File: src/rtl/bnn_layer_collector_if.sv
// Handshake and result bundle for bnn_layer_collector.
//   master : producer/observer side (drives in_valid, in_bit, flush)
//   slave  : collector side (drives in_ready, out_*, seg, busy)
// Signals:
//   in_valid/in_bit/in_ready : serial neuron bit stream with ready handshake
//   flush                    : abandon the partial frame
//   out_valid                : one-cycle pulse when results update
//   out_vec/out_count        : last completed frame and its popcount
//   out_fire                 : popcount threshold decision
//   seg                      : seven-segment (a..g = bit 0..6) hex of out_count
//   busy                     : frame partially collected
interface bnn_layer_collector_if #(
    parameter int N_NEURONS = 8
);
    localparam int CW = $clog2(N_NEURONS + 1);

    logic                 in_valid;
    logic                 in_bit;
    logic                 in_ready;
    logic                 flush;
    logic                 out_valid;
    logic [N_NEURONS-1:0] out_vec;
    logic [CW-1:0]        out_count;
    logic                 out_fire;
    logic [6:0]           seg;
    logic                 busy;

    modport master (
        output in_valid, in_bit, flush,
        input  in_ready, out_valid, out_vec, out_count, out_fire, seg, busy
    );

    modport slave (
        input  in_valid, in_bit, flush,
        output in_ready, out_valid, out_vec, out_count, out_fire, seg, busy
    );
endinterface

File: src/rtl/bnn_layer_collector.sv
// Collects one binary neuron output per accepted beat into an N_NEURONS-bit
// frame (first bit -> out_vec[0]). On completion it publishes the vector, its
// popcount, a popcount >= THRESH fire flag and a hex seven-segment pattern.
// Ports:
//   clk : rising-edge clock
//   rst : synchronous active-high reset
//   bus : bnn_layer_collector_if slave modport (handshake + results)
module bnn_layer_collector #(
    parameter int N_NEURONS = 8,
    parameter int THRESH    = 4
) (
    input  logic clk,
    input  logic rst,
    bnn_layer_collector_if.slave bus
);
    localparam int CW = $clog2(N_NEURONS + 1);

    typedef enum logic [1:0] {
        IDLE,
        COLLECT,
        DONE
    } state_t;

    state_t               state, state_next;
    logic [CW-1:0]        idx, idx_next;
    logic [N_NEURONS-1:0] shreg, shreg_next;
    logic [CW-1:0]        pop_next;
    logic                 in_ready;
    logic                 accept;
    logic                 publish;

    logic [N_NEURONS-1:0] out_vec;
    logic [CW-1:0]        out_count;
    logic                 out_fire;
    logic [6:0]           seg;

    function automatic logic [6:0] hex_seg(input logic [3:0] d);
        case (d)
            4'h0:    return 7'b0111111;
            4'h1:    return 7'b0000110;
            4'h2:    return 7'b1011011;
            4'h3:    return 7'b1001111;
            4'h4:    return 7'b1100110;
            4'h5:    return 7'b1101101;
            4'h6:    return 7'b1111101;
            4'h7:    return 7'b0000111;
            4'h8:    return 7'b1111111;
            4'h9:    return 7'b1101111;
            4'hA:    return 7'b1110111;
            4'hB:    return 7'b1111100;
            4'hC:    return 7'b0111001;
            4'hD:    return 7'b1011110;
            4'hE:    return 7'b1111001;
            default: return 7'b1110001;
        endcase
    endfunction

    always_ff @(posedge clk) begin
        if (rst) state <= IDLE;
        else     state <= state_next;
    end

    always_comb begin
        in_ready   = (state != DONE);
        accept     = bus.in_valid && in_ready && !bus.flush;
        state_next = state;
        idx_next   = idx;
        shreg_next = shreg;
        publish    = 1'b0;
        pop_next   = '0;

        case (state)
            IDLE, COLLECT: begin
                if (accept) begin
                    for (int unsigned i = 0; i < N_NEURONS; i++) begin
                        if (idx == CW'(i)) shreg_next[i] = bus.in_bit;
                    end
                    // Results are registered on the accepting edge so they are
                    // already valid during the single DONE cycle.
                    if (idx == CW'(N_NEURONS - 1)) begin
                        state_next = DONE;
                        idx_next   = '0;
                        publish    = 1'b1;
                    end else begin
                        state_next = COLLECT;
                        idx_next   = idx + CW'(1);
                    end
                end else if (state == COLLECT && bus.flush) begin
                    state_next = IDLE;
                    idx_next   = '0;
                    shreg_next = '0;
                end
            end
            DONE: begin
                state_next = IDLE;
                shreg_next = '0;
            end
            default: begin
                state_next = IDLE;
                idx_next   = '0;
                shreg_next = '0;
            end
        endcase

        for (int unsigned i = 0; i < N_NEURONS; i++) begin
            pop_next = pop_next + CW'(shreg_next[i]);
        end
    end

    always_ff @(posedge clk) begin
        if (rst) begin
            idx       <= '0;
            shreg     <= '0;
            out_vec   <= '0;
            out_count <= '0;
            out_fire  <= 1'b0;
            seg       <= '0;
        end else begin
            idx   <= idx_next;
            shreg <= shreg_next;
            if (publish) begin
                out_vec   <= shreg_next;
                out_count <= pop_next;
                out_fire  <= (pop_next >= CW'(THRESH));
                seg       <= hex_seg(4'(pop_next));
            end
        end
    end

    assign bus.in_ready  = in_ready;
    assign bus.out_valid = (state == DONE);
    assign bus.busy      = (state == COLLECT);
    assign bus.out_vec   = out_vec;
    assign bus.out_count = out_count;
    assign bus.out_fire  = out_fire;
    assign bus.seg       = seg;
endmodule

File: src/flat_wrapper.sv
// flat-port wrapper written by rule: the top's interface ports become plain ports
module bnn_layer_collector_flat 
#(
    parameter int N_NEURONS = 8,
    parameter int THRESH    = 4
)
  (clk, rst, bus_in_valid, bus_in_bit, bus_flush, bus_in_ready, bus_out_valid, bus_out_vec, bus_out_count, bus_out_fire, bus_seg, bus_busy);
  bnn_layer_collector_if #(.N_NEURONS(N_NEURONS)) bus_i ();
  input  logic clk;
  input  logic rst;
  input wire logic [$bits(bus_i.in_valid)-1:0] bus_in_valid;
  input wire logic [$bits(bus_i.in_bit)-1:0] bus_in_bit;
  input wire logic [$bits(bus_i.flush)-1:0] bus_flush;
  output wire logic [$bits(bus_i.in_ready)-1:0] bus_in_ready;
  output wire logic [$bits(bus_i.out_valid)-1:0] bus_out_valid;
  output wire logic [$bits(bus_i.out_vec)-1:0] bus_out_vec;
  output wire logic [$bits(bus_i.out_count)-1:0] bus_out_count;
  output wire logic [$bits(bus_i.out_fire)-1:0] bus_out_fire;
  output wire logic [$bits(bus_i.seg)-1:0] bus_seg;
  output wire logic [$bits(bus_i.busy)-1:0] bus_busy;
  assign bus_i.in_valid = bus_in_valid;
  assign bus_i.in_bit = bus_in_bit;
  assign bus_i.flush = bus_flush;
  assign bus_in_ready = bus_i.in_ready;
  assign bus_out_valid = bus_i.out_valid;
  assign bus_out_vec = bus_i.out_vec;
  assign bus_out_count = bus_i.out_count;
  assign bus_out_fire = bus_i.out_fire;
  assign bus_seg = bus_i.seg;
  assign bus_busy = bus_i.busy;
  bnn_layer_collector #(.N_NEURONS(N_NEURONS), .THRESH(THRESH)) u_core (.clk(clk), .rst(rst), .bus(bus_i));
endmodule
File: config.mk
export PLATFORM = sky130hd
export DESIGN_NAME = bnn_layer_collector_flat
export DESIGN_NICKNAME = d
export VERILOG_FILES = /design/src/rtl/bnn_layer_collector_if.sv /design/src/rtl/bnn_layer_collector.sv /design/src/flat_wrapper.sv
export SDC_FILE = /design/constraint.sdc
export NUM_CORES = 1
export LEC_CHECK = 0
export CORE_AREA = 8 8 114 74
export CTS_CLUSTER_SIZE = 16
export DETAILED_ROUTE_END_ITERATION = 10
export DIE_AREA = 0 0 122 82
export PLACE_DENSITY_LB_ADDON = 0.1
export SLEW_MARGIN = 10
export SYNTH_ARGS = -nofsm -noshare
export SYNTH_HDL_FRONTEND = slang
export SYNTH_SLANG_ARGS = --single-unit
File: constraint.sdc
create_clock -name clk -period 8.1 [get_ports clk]
set_input_delay 1.62 -clock clk [delete_from_list [all_inputs] [get_ports clk]]
set_output_delay 1.62 -clock clk [all_outputs]
set_load 0.005 [all_outputs]
==> run metrics, run 1 <==
outcome finished, final reports clean; VDD IR max 0.0570 mV; worst path arrival time 6.79 ns; commonest non-fill, non-tap cells in the layout dfxtp_1 (34), clkdlybuf4s50_1 (27), nor2_1 (24); layout filler cell count 720; P_leak 0.898 nW; Post-Layout Inst Area 0.00238 mm^2; fin. max-slew vios 0; Initial Util 0.287; CTS Buffer Depth 2; gp weighted congestion about 0.81; dominant cell type by area after synthesis dfxtp_1; Mapped Area 0.00197 mm^2; Required @ worst endpoint 8.30 ns; commonest non-fill, non-tap cell in the layout dfxtp_1; min-delay worst type flop to flop; Worst Tran Pin Value 0.799 ns; CP Max Fanout 11; Peak Freq 152 MHz; die footprint between 0.01 and 0.015 mm^2; GRT Max-Usage Layer met1; global route total overflow 0; ANT cells 0; Post-CTS Hold Buffers 0; Slew HR 0.466; GR Util met1 0.183; first-pass GRT wire length 9280 um; Die Y 82 um; via count 1721; Mapped Avg Cell Area 8.74 um^2; Clock Skews 0.00406 ns; syn nets between 200 and 250; clk slew on worst S/H paths around 0.080 ns; Setup Crit Path Kind input port to flop; Die W 122 um; Async SR Flop Fraction 0; clk root buf clkbuf_8; number of synthesized flops with an enable pin 0; GR Layer Usage met2 0.147; flops & latches, synth 34; dpl cell area 0.00230 mm^2; WHS 0.458 ns; area grow syn2layout 20.8%; H-tree Lvls 2; ys flop type dfxtp_1; Finished Core Util 0.347; core area 0.00688 mm^2; row count 24; Fin Setup TNS 0 ns; sequential area share after synthesis 0.345; largest net degree at the start of global routing 33; I/O pins 28; CTS sink cnt 34; Skew-Pair Late Insertion Delay between 0.2 and 0.3 ns; power density cells 139 mW/mm^2; Synth Warn # 0; drt drc 0; WL per Instance 16.3 um; Netlist cell types 49; Setup Viol. Count Final 0; Avg Vias per Cell 5.08; routed wire length 5530 um; period utilization 0.813; GR Util All Layers 0.118; crit path capture type flop; CTS tree built; layout cells sized above 1 0.0847; max-cap violations 0; final net count 269; Initial DRC Count 178; initial antenna violation count 0; post-CTS sizing 0; GR Util met3 0.0391; post-synth top area share 0.345; Pre-antenna DRT Iters 4; unrepaired setup endpoints after global routing no; post-layout min period 6.59 ns; Post-CTS Setup Inserts 0; number of CTS-inserted buffers 5; I/O Buffers 27; final hold violations 0; vias in the first global route ~1600; Post-DP HPWL a little under 4000 um; Post-Syn Instances between 200 and 250; ANT nets after route 0; ranking of synthesized cells by area dfxtp_1 (34%), ha_1 (8.2%), nor2_1 (4.6%), fa_1 (4.1%), a21oi_1 (3.5%); Worst Setup Start Kind input port
-- cell type report --
type / count / area [um^2] / share of cell area
sequential: 34 / 681 / 0.285
inverter: 15 / 56.3 / 0.0236
clock buffer: 6 / 72.6 / 0.0304
timing repair buffer: 29 / 285 / 0.120
multi-input combinational: 162 / 1160 / 0.487
tap: 91 / 114 / 0.0477
clock inverter: 2 / 13.8 / 0.00577
-- cell usage after synthesis (6+ instances only) --
cell and instances:
a211oi_1 6, a21oi_1 14, a22oi_1 7, buf_2 6, clkbuf_1 6, dfxtp_1 34, ha_1 13, inv_1 15
nand2_1 15, nor2_1 24, o22ai_1 6
-- worst max-delay path: stages --
cell and delay [ns]:
clkdlybuf4s50_1 0.57, or3b_1 0.57, o22ai_1 0.23, a22o_1 0.19, ha_1 0.24, inv_1 0.07
fa_1 0.42, fa_1 0.46, fa_1 0.42, fa_1 0.65, inv_1 0.15, ha_1 0.35
inv_1 0.05, a2111oi_0 0.42, o21ai_1 0.14, a311oi_1 0.25
-- metrics by stage --
stage	std cells	setup WS, ns	power, W
finish	339	1.52	0.000331
floorplan	226	2.29	0.000194
global placement	331	1.43	0.000205
global route	339	1.30	0.000347
detailed placement	331	1.31	0.000204
CTS	339	1.60	0.000334
-- cells by family after synthesis --
group | synth area share
AND/OR/NAND/NOR | 0.208
AO/OA/AOI/OAI | 0.247
flip-flops | 0.345
buffers and inverters | 0.0665
adder cells (fa/ha/maj) | 0.123
multiplexers | 0.0108
-- metal layers --
metal | vias to the layer above | part of all wire | wire length, um
met5 | - | 0 | 0
met4 | 0 | 0.0034 | 19
met3 | 2 | 0.090 | 497
met2 | 52 | 0.36 | 1980
met1 | 816 | 0.55 | 3040
li1 | 851 | - | -
-- state kept, by name, indices dropped and copies added, names as in the netlist --
name,flops
u_core.bus.out_vec,8
u_core.bus.out_count,4
u_core.state,2
u_core.shreg,8
u_core.bus.out_fire,1
u_core.bus.seg,7
u_core.idx,4
-- path summary, 6_finish.rpt --
check | from | endpoint | slack, ns | cells after the start
min reg2reg | u_core.bus.out_vec[7]$_SDFFE_PP0P_ | u_core.bus.out_vec[7]$_SDFFE_PP0P_ | 0.46 | 2
min | u_core.bus.out_vec[7]$_SDFFE_PP0P_ | u_core.bus.out_vec[7]$_SDFFE_PP0P_ | 0.46 | 2
max | bus_in_valid | u_core.bus.seg[3]$_SDFFE_PP0P_ | 1.52 | 16
max reg2reg | u_core.state[1]$_SDFFE_PP0P_ | u_core.bus.seg[3]$_SDFFE_PP0P_ | 2.85 | 15
-- power breakdown --
part           total [W]  internal (W)  switching (W)
Sequential      0.000169      0.000168     0.00000106
Clock           0.000130     0.0000608      0.0000689
Combinational  0.0000319     0.0000126      0.0000192
(Power assumes the default switching activity.)
==> run 2: changes to the inputs <==
==> constraint.sdc (replaced) <==
create_clock -name clk -period 5.3 [get_ports clk]
set_input_delay 1.06 -clock clk [delete_from_list [all_inputs] [get_ports clk]]
set_output_delay 1.06 -clock clk [all_outputs]
set_load 0.005 [all_outputs]
==> run 2 against run 1 <==
First-iteration DRC count decreased by 17%. Wire length grew 8.6%. Via count up 7.3%. Flip-flop and latch count is the same.
==> run metrics, run 2 (same netlist as run 1, synthesis figures left out) <==
global route total overflow 0 (unchanged); min-delay worst type flop to flop; layout filler cell count 707 (-1.8%); register area 681 um^2 (unchanged); Die W 122 um (unchanged); ANT nets after route 0 (unchanged); Die Y 82 um (unchanged); CTS Buffer Depth 2 (unchanged); commonest non-fill, non-tap cells in the layout buf_4 (41), dfxtp_1 (34), nor2_1 (24), clkdlybuf4s50_1 (24), nand2_1 (15); P_leak 1.13 nW (+26%); routed wire length 6010 um (+8.6%); Worst Setup Start Kind input port; I/O Buffers 27 (unchanged); Top Registers u_core.bus.out_vec (8), u_core.shreg (8), u_core.bus.seg (7); largest net degree at the start of global routing 25 (-24%); Worst Tran Pin Value 0.707 ns (-0.0925 ns); I/O pins 28 (unchanged); first-pass GRT wire length 9530 um (+2.7%); power density cells 191 mW/mm^2 (+37%); CTS sink cnt 34 (unchanged); VDD IR max 0.0859 mV (+51%); initial antenna violation count 0 (unchanged); final net count 309 (+15%); Post-CTS Hold Buffers 0 (unchanged); period utilization 0.970; ANT cells 0 (unchanged); fin. max-slew vios 0 (unchanged); hold depth 2 (unchanged); Required @ worst endpoint 5.50 ns (-2.80 ns); crit path cell chain dlymetal6s2s_1 > buf_6 > mux2_4 > o22ai_4 > a22o_1 > ha_4 > inv_2 > fa_1 > fa_1 > fa_2 > fa_1 > inv_2 > ha_4 > inv_2 > a2111oi_4 > o21ai_1 > a311oi_1; via count 1846 (+7.3%); vias in the first global route 1701 (+3.9%); max-cap violations 0 (unchanged); Peak Freq 195 MHz; Avg Vias per Cell 4.87 (-4.1%); Initial DRC Count 148 (-17%); commonest non-fill, non-tap cell in the layout buf_4; final hold violations 0 (unchanged); dpl cell area 0.00258 mm^2 (+12%); Setup Viol. Count Final 0 (unchanged); clk root buf clkbuf_8; Post-DP HPWL 4330 um (+11%); number of CTS-inserted buffers 5 (unchanged); CP Max Fanout 4 (-7); Skew-Pair Late Insertion Delay 0.29 ns (about the same); Slew HR 0.528 (+0.0616); core area 0.00688 mm^2 (unchanged); Crit. path cell count 17 (+1); Bufs and invs on worst path 5 (+1); Post-Layout Inst Area 0.00281 mm^2 (+18%); Initial Util 0.287 (unchanged); Pre-antenna DRT Iters 4 (unchanged); outcome finished, final reports clean; Multi-input gate area 0.00127 mm^2 (+9.4%); CP delay by family, top adder cells; worst path arrival time 5.34 ns (-1.45 ns); H-tree Lvls 2 (unchanged); drt drc 0 (unchanged); row count 24 (unchanged); clk slew on worst S/H paths 0.08 ns (about the same); Worst R2R Path Depth 16 (+1); critical path's largest stage delay 0.58 ns (-0.07 ns); CTS tree built; gp weighted congestion 0.820 (+1.3%); area grow syn2layout 42.5%; crit path capture type flop; die footprint 0.0100 mm^2 (unchanged); WL per Instance 15.8 um (-2.9%); layout cells sized above 1 0.264 (+0.179); Fin Setup TNS 0 ns (unchanged); Clock Skews 0.00698 ns (+0.00292 ns); Setup Crit Path Kind input port to flop; GR Util All Layers 0.123 (+0.00409); post-layout min period 5.14 ns; CP max-delay cell fa_1
[run 2: cell types whose count changed in the layout (fill, tap and decap cells not counted), moves of 2 or more]
cell,before,now
buf_4,2,41
clkdlybuf4s50_1,27,24
dlymetal6s2s_1,0,3
ha_1,13,11
ha_4,0,2
inv_1,15,12
inv_2,0,3
[run 2: timing repair]
action                     4_1_cts  5_1_grt
setup endpoints to repair        3        6
hold endpoints to repair         0        0
setup buffers                    0        3
gates cloned                     0        0
pin swaps                        0       11
gates resized for setup          6       17
[run 2: stage by stage]
| stage | cells | total power [W] | hold slack [ns] | utilization | worst slack [ns] |
|---|---|---|---|---|---|
| final | 379 | 0.000536 | 0.457 | 0.409 | 0.161 |
| after CTS | 376 | 0.000536 | 0.460 | 0.392 | 0.0275 |
| after global placement | 368 | 0.000326 | 0.442 | 0.375 | -0.364 |
| after floorplan | 226 | 0.000297 | 0.448 | - | 0.0457 |
| after global routing | 379 | 0.000568 | 0.480 | 0.409 | -0.0345 |
| after detailed placement | 368 | 0.000324 | 0.448 | 0.375 | -0.445 |
[run 2: tightest hold or removal path: stages (launching register included)]
cell	delay, ns
dfxtp_1	0.31
nand2_1	0.05
a21oi_1	0.05
[run 2: layer usage]
metal	global-route usage	share of wire	vias up
li1	-	-	932
met1	0.195	0.58	875
met2	0.146	0.35	37
met3	0.0405	0.066	2
met4	0.0257	0.0045	0
met5	0	0	-
[run 2: power breakdown]
group / total (W) / internal (W) / switching [W]
clock: 0.000206 / 0.000105 / 0.000102
sequential: 0.000259 / 0.000257 / 0.00000175
combinational: 0.0000715 / 0.0000353 / 0.0000362
total: 0.000536 / 0.000397 / 0.000140
[run 2: final cells by class]
cell class | count | share of cell area
repair buffers | 69 | 0.212
well taps | 91 | 0.0405
inverters | 15 | 0.0200
multi-input cells | 162 | 0.452
flip-flops and latches | 34 | 0.242
clock inverters | 2 | 0.00445
clock buffers | 6 | 0.0293
[run 2: path summary, 6_finish.rpt]
kind / start / to / slack, ns
worst max-delay path: bus_in_valid / u_core.bus.seg[3]$_SDFFE_PP0P_ / 0.16
worst min-delay path: u_core.bus.out_vec[7]$_SDFFE_PP0P_ / u_core.bus.out_vec[7]$_SDFFE_PP0P_ / 0.46
worst max register to register: u_core.idx[0]$_SDFFE_PP0P_ / u_core.bus.seg[3]$_SDFFE_PP0P_ / 0.40
worst min register to register: u_core.bus.out_vec[7]$_SDFFE_PP0P_ / u_core.bus.out_vec[7]$_SDFFE_PP0P_ / 0.46
==> edit 1: new RTL, settings of run 1 <==
The 3 states of `state_t` get a one-hot encoding in 3 bits.
--- a/src/rtl/bnn_layer_collector.sv
+++ b/src/rtl/bnn_layer_collector.sv
@@ -16,8 +16,8 @@
     localparam int CW = $clog2(N_NEURONS + 1);
 
-    typedef enum logic [1:0] {
-        IDLE,
-        COLLECT,
-        DONE
+    typedef enum logic [2:0] {
+        IDLE    = 3'b001,
+        COLLECT = 3'b010,
+        DONE    = 3'b100
     } state_t;
 
Formal check against the unedited RTL: no difference found for any inputs over 10 cycles, from zero or initial values and one cycle with rst high; not proved beyond that.
==> edit 1 against run 1 <==
Count of clock-buffer cells in the layout unchanged; total power up 4.8%; design area up 8.8%; maximum frequency down 1.9%; largest cell class unchanged; sequential cell count up 1; synthesized cell count up 12%; die area unchanged; routed wire length up 2.8%; via count up 10%; largest power group unchanged; worst setup slack worse by 130 ps; worst hold slack worse by 1.4 ps; area after synthesis up 12%; critical path type unchanged.
==> edit 1: results (changes against run 1) <==
| Metric | Value |
|---|---|
| Status | `finished, final reports clean` |
| Skew final | `7.29 ps (+3.22 ps)` |
| Leakage power | `0.928 nW (+3.3%)` |
| Cells after DPL | `358 (+8.2%)` |
| FF-to-FF path depth | `17 (+2)` |
| Antenna diodes | `0 (unchanged)` |
| CP peak stage delay | `770 ps (+120 ps)` |
| Final Net Count | `296 (+10%)` |
| Crit-path slowest cell | `a2111oi_2` |
| Seq/Total Area, Yosys | `0.317 (-0.0282)` |
| Min cycle time layout | `6710 ps (+129 ps)` |
| Reg2reg end | `u_core.bus.seg[5]` |
| Synth area leaders | `dfxtp_1 32%, ha_1 7.3%, inv_1 3.9%` |
| Hold_sp | `u_core.bus.out_fire` |
| Synthesized Nets | `276 (+11%)` |
| Post-CTS resize count | `0 (unchanged)` |
| Vias per inst | `5.17 (+1.9%)` |
| Initial drt markers | `147 (-17%)` |
| Worst EP arrival | `6900 ps (+110 ps)` |
| Hold Path Sink | `u_core.bus.out_fire` |
| Critical-path maximum fanout | `8 (-3)` |
| Post-DP HPWL | `4260 um (+9.1%)` |
| Largest net degree at the start of global routing | `34 (+3.0%)` |
| Routed wire per std cell | `15.5 um (-4.8%)` |
| Mapped Avg Cell Area | `8.71 um^2 (-0.25%)` |
| Netlist cell types | `61 (+24%)` |
| Worst Tran Pin Value | `876 ps (+76.7 ps)` |
| Pre-CTS setup slack | `1070 ps (-244 ps)` |
| Total GRT Usage | `0.120 (+0.00137)` |
| Reg2reg setup slack | `2570 ps (-280 ps)` |
| Gp weighted congestion | `0.847 (+4.6%)` |
| DP Area | `2510 um^2 (+9.2%)` |
| First-pass GRT wire length | `9580 um (+3.2%)` |
| Asr flop ratio synth | `0 (unchanged)` |
| Routed WL | `5690 um (+2.8%)` |
| Hold slack | `456 ps (-1.38 ps)` |
| Launch point of the worst reg-to-reg path | `u_core.state[0]` |
==> edit 1: power breakdown <==
part           internal (mW)  switching (mW)  total (mW)
sequential             0.174         0.00389       0.177
clock                 0.0602          0.0663       0.127
combinational         0.0160          0.0266      0.0426
total                  0.250          0.0968       0.347
==> edit 1: cell type report <==
| class | instances | area, um^2 |
|---|---|---|
| clock buffer | 6 | 72.6 |
| clock inverter | 2 | 12.5 |
| fill | 710 | 4280 |
| inverter | 24 | 90.1 |
| multi-input combinational | 179 | 1320 |
| sequential | 35 | 701 |
| tap | 91 | 114 |
| timing repair buffer | 29 | 285 |
==> edit 1: worst max-delay path by stage <==
| stage | startpoint | cells past startpoint | to |
|---|---|---|---|
| 6_report | bus_flush | 18 | u_core.bus.seg[5] |
| 3_5_place_dp | bus_flush | 18 | u_core.bus.seg[5] |
| 5_1_grt | bus_flush | 18 | u_core.bus.seg[5] |
| 2_1_floorplan | bus_flush | 18 | u_core.bus.seg[5] |
| 4_1_cts | bus_flush | 18 | u_core.bus.seg[5] |
| 3_3_place_gp | bus_flush | 18 | u_core.bus.seg[5] |
==> edit 1: logic make-up after synthesis <==
group / synth area share
simple gates: 0.219
compound gates: 0.239
buf+inv: 0.0870
flops: 0.317
fa+ha+maj: 0.110
xor+xnor: 0.0243
mux: 0.00509
==> edit 1: worst max-delay path, delay by kind of cell <==
family	cells	cell delay [ps]
simple gates	1	140
fa+ha+maj	6	2300
compound gates	6	1880
buf+inv	5	970
==> edit 1: per-layer routing <==
layer	routed length [um]	track usage	up-vias
li1	-	-	964
met1	3170	0.180	887
met2	2180	0.163	38
met3	287	0.0268	4
met4	47	0.0367	0
met5	0	0	-
==> edit 2: new RTL, config.mk and constraints of run 1 <==
Made on the original files. `N_NEURONS` is set to 8 in 3 places; all go to 4.
--- a/src/rtl/bnn_layer_collector_if.sv
+++ b/src/rtl/bnn_layer_collector_if.sv
@@ -11,5 +11,5 @@
 //   busy                     : frame partially collected
 interface bnn_layer_collector_if #(
-    parameter int N_NEURONS = 8
+    parameter int N_NEURONS = 4
 );
     localparam int CW = $clog2(N_NEURONS + 1);
--- a/src/rtl/bnn_layer_collector.sv
+++ b/src/rtl/bnn_layer_collector.sv
@@ -7,5 +7,5 @@
 //   bus : bnn_layer_collector_if slave modport (handshake + results)
 module bnn_layer_collector #(
-    parameter int N_NEURONS = 8,
+    parameter int N_NEURONS = 4,
     parameter int THRESH    = 4
 ) (
--- a/src/flat_wrapper.sv
+++ b/src/flat_wrapper.sv
@@ -2,5 +2,5 @@
 module bnn_layer_collector_flat 
 #(
-    parameter int N_NEURONS = 8,
+    parameter int N_NEURONS = 4,
     parameter int THRESH    = 4
 )
Ports: changed (resized bus_out_count and bus_out_vec); port bits go from 28 to 23. The function was not compared with the original's and may differ.
==> edit 2 against run 1 <==
Total power shrank 30%; non-clock buffer count shrank 6; synthesized cell count shrank 38%; clock skew grew 0.67 ps; die area is the same; routed wire length shrank 33%; area after synthesis shrank 34%; design area shrank 30%; worst setup slack gained 1400 ps; sequential cell count shrank 10; critical path type unchanged; highest routed layer unchanged.
==> edit 2: results (changes against run 1) <==
| Metric | Value |
|---|---|
| Status | `finished, final reports clean` |
| Share of cells above drive strength 1 | `0.0440 (-0.0407)` |
| VDD IR max | `0.0769 mV (+35%)` |
| Worst EP arrival | `5400 ps (-1390 ps)` |
| Synth area leaders | `dfxtp_1 37%, ha_1 13%, a21oi_1 6.5%` |
| Seq/Total Area, Yosys | `0.369 (+0.0241)` |
| Synthesized Nets | `161 (-35%)` |
| CP peak stage delay | `730 ps (+80 ps)` |
| Netlist cell types | `32 (-35%)` |
| Synth top cells by count | `24 x dfxtp_1, 17 x a21oi_1, 14 x ha_1, 11 x inv_1` |
| Psw | `57.2 uW (-36%)` |
| DP Area | `1610 um^2 (-30%)` |
| Critical-path maximum fanout | `12 (+1)` |
| Largest net degree at the start of global routing | `26 (-21%)` |
| Hold_sp | `u_core.shreg[3]` |
| Vias | `1077 (-37%)` |
| Initial drt markers | `43 (-76%)` |
| Leakage power | `0.602 nW (-33%)` |
| Post-CTS resize count | `0 (unchanged)` |
| Pre-CTS setup slack | `2570 ps (+1260 ps)` |
| Biggest regs | `u_core.bus.seg x7, u_core.bus.out_vec x4, u_core.shreg x4` |
| Cell family with most CP delay | `simple AND/OR/NAND/NOR gates` |
| Gp weighted congestion | `0.757 (-6.6%)` |
| Final Net Count | `180 (-33%)` |
| Finished Layout Cells | `250 (-26%)` |
| Min-delay worst type | `reg -> reg` |
| Synthesized instance count | `141 (-38%)` |
| Crit-path slowest cell | `nor2_1` |
| First-pass GRT wire length | `5970 um (-36%)` |
| CTS buffer count | `3 (-2)` |
| Skew final | `4.73 ps (+0.670 ps)` |
| Post-DP HPWL | `2700 um (-31%)` |
-- edit 2: cell type report --
type                       count  area [um^2]
tap                           91          114
sequential                    24          480
timing repair buffer          23          228
multi-input combinational     97          742
fill                         758         5220
inverter                      11         41.3
clock buffer                   4         55.1
-- edit 2: cell families after synthesis --
family                   share of synthesized area
buffers and inverters                       0.0615
AND/OR/NAND/NOR                              0.147
multiplexers                                0.0471
AO/OA/AOI/OAI                                0.226
adder cells (fa/ha/maj)                      0.150
flip-flops                                   0.369
-- edit 2: worst reg2reg max path, stage by stage (launching register included) --
cell and delay (ps):
dfxtp_1 440, or3b_1 620, nor2_1 730, a22oi_1 240
fa_1 430, ha_1 380, inv_1 100, ha_1 180
nor2b_1 140, a2111o_1 300, a21oi_1 140
-- edit 2: path summary, 6_finish.rpt --
path                                     endpoint  slack (ps)
worst max-delay path            u_core.bus.seg[0]        2880
worst min-delay path              u_core.shreg[3]         480
worst max register to register  u_core.bus.seg[0]        4320
worst min register to register    u_core.shreg[3]         480
-- edit 2: per-layer routing --
| metal | up-vias | wire length (um) | track usage |
|---|---|---|---|
| li1 | 541 | - | - |
| met3 | 2 | 242 | 0.0309 |
| met2 | 24 | 1290 | 0.102 |
| met4 | 0 | 16 | 0.0147 |
| met5 | - | 0 | 0 |
| met1 | 510 | 2140 | 0.112 |
-- edit 2: power by group through the flow --
stage	clock network, mW	registers (mW)	logic [mW]
2_1_floorplan	0	0.123	0.0169
3_3_place_gp	0	0.123	0.0263
3_5_place_dp	0	0.123	0.0260
4_1_cts	0.0873	0.120	0.0263
5_1_grt	0.0924	0.120	0.0296
6_report	0.0840	0.120	0.0260
